==> src/rtl/char_link_pkg.sv <==
// Shared definitions for the character link: UART FSM encodings and frame bit levels.
package char_link_pkg;
  localparam int CHAR_W = 8;
  localparam logic START_BIT = 1'b0;
  localparam logic STOP_BIT  = 1'b1;

  typedef enum logic [1:0] {
    IDLE  = 2'd0,
    START = 2'd1,
    DATA  = 2'd2,
    STOP  = 2'd3
  } tx_state_e;
endpackage

==> src/rtl/char_uart_tx_if.sv <==
// Character valid/ready handshake between the character source and the UART stage.
interface char_uart_tx_if;
  import char_link_pkg::*;
  logic              in_valid;
  logic [CHAR_W-1:0] in_data;
  logic              in_ready;

  modport master (output in_valid, output in_data, input in_ready);
  modport slave  (input in_valid, input in_data, output in_ready);
endinterface

==> src/rtl/char_uart_tx_fifo.sv <==
// Small synchronous character FIFO with occupancy count; pointers wrap mod DEPTH.
module char_fifo #(
  parameter int DEPTH = 4,
  parameter int W     = 8
) (
  input  logic                     clk,
  input  logic                     reset,
  input  logic                     wr_en,
  input  logic [W-1:0]             wdata,
  input  logic                     rd_en,
  output logic [W-1:0]             rdata,
  output logic [$clog2(DEPTH):0]   count,
  output logic                     full,
  output logic                     empty
);
  localparam int PW = $clog2(DEPTH);
  localparam int CW = PW + 1;

  logic [DEPTH-1:0][W-1:0] mem_q, mem_d;
  logic [PW-1:0]           wr_ptr_q, wr_ptr_d, rd_ptr_q, rd_ptr_d;
  logic [CW-1:0]           count_q, count_d;
  logic                    do_wr, do_rd;

  assign full  = (count_q == CW'(DEPTH));
  assign empty = (count_q == '0);
  assign count = count_q;
  assign rdata = mem_q[rd_ptr_q];

  always_comb begin
    mem_d    = mem_q;
    wr_ptr_d = wr_ptr_q;
    rd_ptr_d = rd_ptr_q;
    count_d  = count_q;
    do_wr    = wr_en && !full;
    do_rd    = rd_en && !empty;
    if (do_wr) begin
      mem_d[wr_ptr_q] = wdata;
      wr_ptr_d        = wr_ptr_q + 1'b1;
    end
    if (do_rd) rd_ptr_d = rd_ptr_q + 1'b1;
    if (do_wr && !do_rd)      count_d = count_q + 1'b1;
    else if (!do_wr && do_rd) count_d = count_q - 1'b1;
  end

  always_ff @(posedge clk or posedge reset) begin
    if (reset) begin
      mem_q    <= '0;
      wr_ptr_q <= '0;
      rd_ptr_q <= '0;
      count_q  <= '0;
    end else begin
      mem_q    <= mem_d;
      wr_ptr_q <= wr_ptr_d;
      rd_ptr_q <= rd_ptr_d;
      count_q  <= count_d;
    end
  end
endmodule

==> src/rtl/char_uart_tx.sv <==
// Buffers characters from the generator and serializes each as an 8N1 frame, LSB first.
module char_uart_tx
  import char_link_pkg::*;
#(
  parameter int CLKS_PER_BIT = 16,
  parameter int FIFO_DEPTH   = 4
) (
  input  logic                        clk,
  input  logic                        reset,
  char_uart_tx_if.slave               in_if,
  output logic                        tx,
  output logic                        busy,
  output logic [$clog2(FIFO_DEPTH):0] fifo_count,
  output logic                        overflow
);
  localparam int BW = $clog2(CLKS_PER_BIT);
  localparam logic [BW-1:0] BAUD_TC = BW'(CLKS_PER_BIT - 1);

  tx_state_e         state_q, state_d;
  logic [BW-1:0]     baud_q, baud_d;
  logic [2:0]        bit_idx_q, bit_idx_d;
  logic [CHAR_W-1:0] shift_q, shift_d;
  logic              tx_q, tx_d, busy_q, busy_d, ovf_q, ovf_d;
  logic              push, pop, full, empty;
  logic [CHAR_W-1:0] fifo_rdata;

  assign in_if.in_ready = !full;
  assign push           = in_if.in_valid && !full;

  char_fifo #(.DEPTH(FIFO_DEPTH), .W(CHAR_W)) u_fifo (
    .clk   (clk),
    .reset (reset),
    .wr_en (push),
    .wdata (in_if.in_data),
    .rd_en (pop),
    .rdata (fifo_rdata),
    .count (fifo_count),
    .full  (full),
    .empty (empty)
  );

  always_comb begin
    state_d   = state_q;
    baud_d    = baud_q;
    bit_idx_d = bit_idx_q;
    shift_d   = shift_q;
    tx_d      = tx_q;
    pop       = 1'b0;
    ovf_d     = ovf_q || (in_if.in_valid && full);
    unique case (state_q)
      IDLE: begin
        tx_d = STOP_BIT;
        if (!empty) begin
          pop     = 1'b1;
          shift_d = fifo_rdata;
          tx_d    = START_BIT;
          baud_d  = '0;
          state_d = START;
        end
      end
      START: begin
        baud_d = baud_q + 1'b1;
        if (baud_q == BAUD_TC) begin
          baud_d    = '0;
          tx_d      = shift_q[0];
          bit_idx_d = '0;
          state_d   = DATA;
        end
      end
      DATA: begin
        baud_d = baud_q + 1'b1;
        if (baud_q == BAUD_TC) begin
          baud_d = '0;
          if (bit_idx_q == 3'd7) begin
            tx_d    = STOP_BIT;
            state_d = STOP;
          end else begin
            shift_d   = shift_q >> 1;
            bit_idx_d = bit_idx_q + 1'b1;
            tx_d      = shift_q[1];
          end
        end
      end
      STOP: begin
        baud_d = baud_q + 1'b1;
        if (baud_q == BAUD_TC) begin
          baud_d = '0;
          // Chain straight into the next start bit so queued frames stay contiguous.
          if (!empty) begin
            pop     = 1'b1;
            shift_d = fifo_rdata;
            tx_d    = START_BIT;
            state_d = START;
          end else begin
            state_d = IDLE;
          end
        end
      end
      default: state_d = IDLE;
    endcase
    busy_d = (state_d != IDLE);
  end

  always_ff @(posedge clk or posedge reset) begin
    if (reset) begin
      state_q   <= IDLE;
      baud_q    <= '0;
      bit_idx_q <= '0;
      shift_q   <= '0;
      tx_q      <= STOP_BIT;
      busy_q    <= 1'b0;
      ovf_q     <= 1'b0;
    end else begin
      state_q   <= state_d;
      baud_q    <= baud_d;
      bit_idx_q <= bit_idx_d;
      shift_q   <= shift_d;
      tx_q      <= tx_d;
      busy_q    <= busy_d;
      ovf_q     <= ovf_d;
    end
  end

  assign tx       = tx_q;
  assign busy     = busy_q;
  assign overflow = ovf_q;
endmodule

==> src/flat_wrapper.sv <==
// flat-port wrapper written by rule: the top's interface ports become plain ports
module char_uart_tx_flat import char_link_pkg::*;
#(
  parameter int CLKS_PER_BIT = 16,
  parameter int FIFO_DEPTH   = 4
)
  (clk, reset, tx, busy, fifo_count, overflow, in_if_in_valid, in_if_in_data, in_if_in_ready);
  char_uart_tx_if in_if_i ();
  input  logic clk;
  input  logic reset;
  output logic tx;
  output logic busy;
  output logic [$clog2(FIFO_DEPTH):0] fifo_count;
  output logic overflow;
  input wire logic [$bits(in_if_i.in_valid)-1:0] in_if_in_valid;
  input wire logic [$bits(in_if_i.in_data)-1:0] in_if_in_data;
  output wire logic [$bits(in_if_i.in_ready)-1:0] in_if_in_ready;
  assign in_if_i.in_valid = in_if_in_valid;
  assign in_if_i.in_data = in_if_in_data;
  assign in_if_in_ready = in_if_i.in_ready;
  char_uart_tx #(.CLKS_PER_BIT(CLKS_PER_BIT), .FIFO_DEPTH(FIFO_DEPTH)) u_core (.clk(clk), .reset(reset), .in_if(in_if_i), .tx(tx), .busy(busy), .fifo_count(fifo_count), .overflow(overflow));
endmodule
==> config.mk <==
export PLATFORM = sky130hd
export DESIGN_NAME = char_uart_tx_flat
export DESIGN_NICKNAME = d
export VERILOG_FILES = /design/src/rtl/char_link_pkg.sv /design/src/rtl/char_uart_tx_if.sv /design/src/rtl/char_uart_tx_fifo.sv /design/src/rtl/char_uart_tx.sv /design/src/flat_wrapper.sv
export SDC_FILE = /design/constraint.sdc
export NUM_CORES = 1
export LEC_CHECK = 0
export ABC_AREA = 1
export CAP_MARGIN = 15
export CORE_MARGIN = 2
export CORE_UTILIZATION = 32
export CTS_BUF_LIST = sky130_fd_sc_hd__clkbuf_8 sky130_fd_sc_hd__clkbuf_16
export CTS_CLUSTER_DIAMETER = 50
export DETAILED_ROUTE_END_ITERATION = 10
export PLACE_DENSITY = 0.52
export SYNTH_ARGS = -nofsm -noshare
export SYNTH_HDL_FRONTEND = slang
export SYNTH_SLANG_ARGS = --single-unit
==> constraint.sdc <==
create_clock -name clk -period 2.7 [get_ports clk]
set_input_delay 0.27 -clock clk [delete_from_list [all_inputs] [get_ports clk]]
set_output_delay 0.27 -clock clk [all_outputs]
set_load 0.05 [all_outputs]
==> metrics.txt, run 1 <==
fmax between 400 and 500 MHz; pin count of the biggest net entering global routing 60; CTS clock-pin slew for the worst setup and hold paths around 0.07 ns; final wirelength between 6000 and 7000 µm; # setup viols final 0; fraction of layout cells with a size suffix above 1 under 10%; final worst slack approximately 0.41 ns; r2r setup slk approximately 0.41 ns; drt first pass iters 4; worst-path maximum fanout 6; number of global-route vias before repair between 2000 and 2500; reg-to-reg startpoint u_core.state_q[1]; CP Launch Type flop; antenna violations before repair 0; DR vias 2331; Crit. End Element flop; Post-CTS Setup Inserts 0; Die Y slightly above 100 µm; Synth Instances approximately 360; drt wl/cell 12.4 µm; first-pass GRT wire length about 11000 µm; Clock Sinks between 50 and 60; HPWL Detailed 4090 µm; CP Class reg2reg; pwr dens approximately 1200 nW/µm²; VDD IR max between 0.4 and 0.5 mV; Final GP Congestion ~0.83; Antenna Nets Post-Route 0; Core Footprint approximately 9200 µm²; number of synthesized register bits 59; Yosys cell types 29; data required time of the critical path roughly 3 ns; clock skew between 0.004 and 0.005 ns; max capacitance violation total 0; final critical-path share of the clock period a little over four fifths; row count 35; Final min period roughly 2.3 ns; H-tree levels 3; Final Hold Violating Endpoints 0; Ant. Diodes 0; I/O pin count 18; grt total ovfl 0; total power slightly above 4 mW; Critical Path AT approximately 2.5 ns; Mapped Nets ~380; P_leak 1.76 nW; Max clock buf depth 2; hold_buf cts 0; Die ar. between 10000 and 15000 µm²; Avg Cell Area, Syn 8.34 µm²; Post-route DRC 0; sequential fraction of the synthesis area approximately 50%; max_slew headroom 64.4%; Slew Limit Fails 0; DR iter-0 viols 95; Die X-Extent around 100 µm; worst-margin pin slew between 0.5 and 0.6 ns; Buffers on Ports 17; root buf cell clkbuf_8; vias per inst 4.70; Crit. Startpoint u_core.state_q[1]; CTS resizes 0; Final Net Count ~410; Num CTS Buffers 9; status finished clean; Layout area overhead 16.7%; Netlist Area Pre-Place between 2000 and 3000 µm²; setup TNS 0 ns; TritonCTS clock tree built; post-place setup slack approximately 0.43 ns; All-Layer GR Usage between 10% and 20%; RSZ-0062 raised after global routing no; Starting Density between 30% and 40%; Min-Delay Path Class in2async; Syn. warnings 0; worst skew pair latency 0.34 ns
[logic make-up after synthesis]
family	after synthesis	share of synthesized area, %
AO/OA/AOI/OAI	54	9.73
AND/OR/NAND/NOR	183	26.2
flip-flops	59	49.5
buffers and inverters	42	6.54
XOR/XNOR	5	1.47
multiplexers	1	0.377
adder cells (fa/ha/maj)	14	6.12
[report_power, final]
group,internal (mW),switching [mW],leakage [nW]
sequential,1.27,0.257,0.737
combinational,0.625,1.05,0.918
clock,0.536,0.347,0.108
total,2.43,1.66,1.76
[placed cells by master (no fill, tap or decap), types with 3 or more instances in the layout]
| cell type | Yosys | layout |
|---|---|---|
| nand2_4 | 4 | 4 |
| a21oi_1 | 5 | 5 |
| ha_1 | 13 | 13 |
| xor2_1 | 3 | 3 |
| inv_1 | 31 | 30 |
| buf_4 | 1 | 4 |
| o21ai_1 | 32 | 32 |
| nand3_1 | 38 | 38 |
| clkdlybuf4s50_1 | 0 | 17 |
| nand2_1 | 132 | 132 |
| o21ai_0 | 12 | 12 |
| clkbuf_8 | 0 | 10 |
| dfrtp_1 | 58 | 58 |
| nor2_1 | 5 | 5 |
[critical path: stages, from the launching register on]
cell     delay, ns
dfrtp_1       0.41
ha_1          0.28
inv_1         0.08
o21ai_0       0.23
nand3_1       0.18
ha_1          0.22
inv_1         0.09
fa_1          0.41
mux2_2        0.27
[worst paths after layout]
check	endpoint	cells after the start
worst min register to register	u_core.shift_q[1]	2
min in group clk	u_core.shift_q[1]	2
worst min-delay path	u_core.baud_q[3]	3
max in group asynchronous	u_core.tx	3
worst max register to register	u_core.u_fifo.count[1]	8
worst max-delay path	u_core.u_fifo.count[1]	8
[metal layers]
layer | GRT usage [%] | part of all wire, % | vias up
met3 | 2.50 | 4.5 | 11
met5 | 0 | 0 | -
met2 | 21.4 | 45 | 41
li1 | - | - | 1196
met1 | 18.6 | 49 | 1083
met4 | 6.53 | 2.1 | 0
[synthesized netlist by cell type]
cell / n / area (µm²)
buf_2: 3 / 15.0
dfstp_2: 1 / 26.3
a21oi_1: 5 / 25.0
nor2_1: 5 / 18.8
o21bai_1: 1 / 7.51
xnor2_1: 2 / 17.5
clkinv_1: 1 / 3.75
ha_1: 13 / 163
fa_1: 1 / 20.0
nand3_2: 1 / 10.0
xor2_1: 3 / 26.3
o21ai_0: 12 / 60.1
clkbuf_1: 2 / 7.51
nand2_1: 132 / 495
inv_1: 31 / 116
nor2_2: 1 / 6.26
nand3_1: 38 / 190
mux2_2: 1 / 11.3
nand2_4: 4 / 45.0
buf_4: 1 / 7.51
o21ai_1: 32 / 160
o211ai_1: 1 / 7.51
buf_6: 4 / 45.0
o21a_1: 1 / 7.51
o22ai_1: 1 / 6.26
dfrtp_1: 58 / 1450
a21oi_4: 1 / 16.3
nor2_4: 1 / 11.3
nand4_1: 1 / 6.26
[cell type report]
cell class | instances | area [µm²]
clock buffers | 10 | 138
flip-flops and latches | 59 | 1480
clock inverters | 5 | 77.6
fillers | 951 | 5670
repair buffers | 22 | 220
well taps | 111 | 139
inverters | 32 | 120
multi-input cells | 257 | 1310
[per-stage QoR]
| stage | utilization, % | hold WS [ns] | std cells | area, µm² |
|---|---|---|---|---|
| 3_5_place_dp | 35.7 | 0.465 | 481 | 3270 |
| 5_1_grt | 38.1 | 0.370 | 496 | 3480 |
| 3_3_place_gp | 35.7 | 0.464 | 481 | 3270 |
| 4_1_cts | 38.1 | 0.319 | 496 | 3480 |
| 2_1_floorplan | - | 0.449 | 358 | 2980 |
| 6_report | 38.1 | 0.301 | 496 | 3480 |
[flip-flops by register name, indices dropped and copies added, names as in the netlist]
register	count
u_core.state_q	2
u_core.shift_q	8
u_core.u_fifo.mem_q	32
u_core.tx	1
u_core.u_fifo.count	3
u_core.bit_idx_q	3
u_core.u_fifo.wr_ptr_q	2
u_core.u_fifo.rd_ptr_q	2
u_core.overflow	1
u_core.busy	1
u_core.baud_q	4
Power figures use the tool's default switching activity.
==> inputs of run 2 (changes only) <==
--- a/config.mk
+++ b/config.mk
@@ -12,7 +12,7 @@
 export CTS_BUF_LIST = sky130_fd_sc_hd__clkbuf_8 sky130_fd_sc_hd__clkbuf_16
 export CTS_CLUSTER_DIAMETER = 50
 export DETAILED_ROUTE_END_ITERATION = 10
-export PLACE_DENSITY = 0.52
+export PLACE_DENSITY = 0.54
 export SYNTH_ARGS = -nofsm -noshare
 export SYNTH_HDL_FRONTEND = slang
 export SYNTH_SLANG_ARGS = --single-unit
==> constraint.sdc (replaced) <==
create_clock -name clk -period 2 [get_ports clk]
set_input_delay 0.2 -clock clk [delete_from_list [all_inputs] [get_ports clk]]
set_output_delay 0.2 -clock clk [all_outputs]
set_load 0.05 [all_outputs]
==> run 2 against run 1 <==
Against the previous run:
- register-to-register slack worse by 0.36 ns
- first-iteration DRC count is 86% higher
- die area stayed put
- critical endpoint unchanged
- critical path depth stayed put
- largest power group unchanged
- largest cell class unchanged
==> metrics.txt, run 2 (same netlist as run 1, synthesis figures left out) <==
H-tree levels 3 (unchanged); Layout area overhead 21.0%; worst-path maximum fanout 3 (-3); # setup viols final 0 (unchanged); max capacitance violation total 0 (unchanged); worst-margin pin slew 0.520 ns (-0.00980 ns); max reg flops 32 (unchanged); VDD IR max 0.467 mV (+8.3%); HPWL Detailed 4370 µm (+7.0%); commonest non-fill, non-tap cell in the layout nand2_1; data required time of the critical path 2.23 ns (-0.69 ns); Critical Path Slowest Stage Cell fa_2; fin area 3610 µm² (+3.7%); Reg power frac 36.7% (-0.7 points); Top Registers u_core.u_fifo.mem_q (32), u_core.shift_q (8), u_core.baud_q (4); Slew Limit Fails 0 (unchanged); Final min period 1.95 ns (-0.336 ns); worst-path cell chain ha_4 -> nand3_2 -> o21ai_2 -> nand3_2 -> ha_2 -> inv_2 -> fa_2 -> mux2_2; met3 Use GR 2.77% (+0.28 points); Post-route DRC 0 (unchanged); cell repeated most along the worst path nand3_2; Ant. Diodes 0 (unchanged); drt wl/cell 12.4 µm (-0.43%); clock skew 0.00569 ns (+0.000705 ns); vias per inst 4.67 (-0.62%); row count 35 (unchanged); DP Area 3390 µm² (+3.8%); max incr delay on CP 0.41 ns (about the same); Die X-Extent 101 µm (unchanged); CP Launch Type flop; total power 5.62 mW (+37%); DR iter-0 viols 177 (+86%); DR vias 2382 (+2.2%); Clock Sinks 59 (unchanged); P_leak 1.82 nW (+3.3%); Num CTS Buffers 9 (unchanged); commonest cells after routing, fill and taps aside 131 x nand2_1, 55 x dfrtp_1, 36 x nand3_1; Internal Power 3.32 mW (+37%); Top reg by flops u_core.u_fifo.mem_q; max_slew headroom 65.1% (+0.66 points); grt total ovfl 0 (unchanged); I/O pin count 18 (unchanged); Finished Layout Cells 510 (+2.8%); RSZ-0062 raised after global routing yes; Final GP Congestion 0.830 (-0.36%); TritonCTS clock tree built; Critical Path AT 2.18 ns (-0.33 ns); Die Y 101 µm (unchanged); Antenna Nets Post-Route 0 (unchanged); Buffers on Ports 17 (unchanged); root buf cell clkbuf_8; Final Hold Violating Endpoints 0 (unchanged); fraction of layout cells with a size suffix above 1 15.0% (+7.0 points); final wirelength 6310 µm (+2.4%); hold_buf cts 0 (unchanged); Max clock buf depth 2 (unchanged); GRT met2 Usage 20.8% (-0.67 points); antenna violations before repair 0 (unchanged); most used routing layer met2; CTS clock-pin slew for the worst setup and hold paths 0.07 ns (about the same); pin count of the biggest net entering global routing 41 (-32%); combinational power share 44.0% (+3.0 points); Min-Delay Path Class in2async; first-pass GRT wire length 10800 µm (-1.6%); met1 usage 18.8% (+0.19 points); drt first pass iters 4 (unchanged); Sw Share 40.8% (+0.31 points); Starting Density 32.6% (unchanged); Final Net Count 420 (+3.4%); Die ar. 10100 µm² (unchanged); Crit. End Element flop; setup TNS 0 ns (unchanged); r2r setup slk 0.05 ns (-0.36 ns); Placed Instances 494 (+2.7%); All-Layer GR Usage 13.7% (-0.096 points); worst skew pair latency 0.34 ns (about the same); status finished clean; pwr dens 1550 nW/µm² (+32%); Core Footprint 9150 µm² (unchanged); fmax 513 MHz (+17%); minimum hold slack 0.213 ns (-0.0877 ns); number of global-route vias before repair 2241 (-1.6%); CP Class reg2reg; Net Switching 2.29 mW (+38%); final critical-path share of the clock period 97.5% (+13 points); Clock Power Share 19.3% (-2.3 points)
==> run 2: power by group through the flow <==
| stage | clock, mW | combinational [mW] | sequential, mW |
|---|---|---|---|
| after floorplan | 0 | 1.68 | 2.20 |
| after global placement | 0 | 2.43 | 2.06 |
| after detailed placement | 0 | 2.46 | 2.08 |
| after CTS | 1.11 | 2.48 | 2.06 |
| after global routing | 1.17 | 2.83 | 2.13 |
| final | 1.08 | 2.47 | 2.06 |
==> run 2: per-stage QoR <==
stage / utilization [%] / setup slack [ns]
3_3_place_gp: 37.1 / 0.0720
5_1_grt: 39.5 / -0.0435
6_report: 39.5 / 0.0498
3_5_place_dp: 37.1 / 0.0138
4_1_cts: 39.2 / 0.00908
2_1_floorplan: - / -0.0528
==> run 2: layer usage <==
metal | vias up | routed length (µm)
li1 | 1229 | -
met4 | 0 | 110
met5 | - | 0
met1 | 1100 | 3110
met2 | 41 | 2860
met3 | 12 | 229
==> run 2: layout make-up <==
type | count | area [µm²]
fillers | 928 | 5540
clock buffers | 11 | 151
well taps | 111 | 139
flip-flops and latches | 59 | 1480
repair buffers | 36 | 323
inverters | 32 | 120
clock inverters | 4 | 42.5
multi-input cells | 257 | 1360
==> run 2: final timing paths <==
check | from | to | cells after the start
setup / recovery | u_core.baud_q[0] | u_core.u_fifo.count[1] | 8
hold / removal | reset | u_core.baud_q[1] | 3
setup reg to reg | u_core.baud_q[0] | u_core.u_fifo.count[1] | 8
hold reg to reg | u_core.overflow | u_core.overflow | 1
max in group asynchronous | reset | u_core.tx | 3
min in group clk | u_core.overflow | u_core.overflow | 1
==> run 2: critical path, delay by kind of cell (launching register included) <==
family	cells	cell delay (ns)
buffers and inverters	1	0.06
AO/OA/AOI/OAI	1	0.18
AND/OR/NAND/NOR	2	0.19
flip-flops	1	0.39
adder cells (fa/ha/maj)	3	0.76
multiplexers	1	0.26
==> run 2: timing repair <==
| item | 4_1_cts | 5_1_grt |
|---|---|---|
| setup buffers | 0 | 1 |
| setup endpoints to repair | 1 | 2 |
| resized for setup | 1 | 3 |
| pin swaps | 0 | 3 |
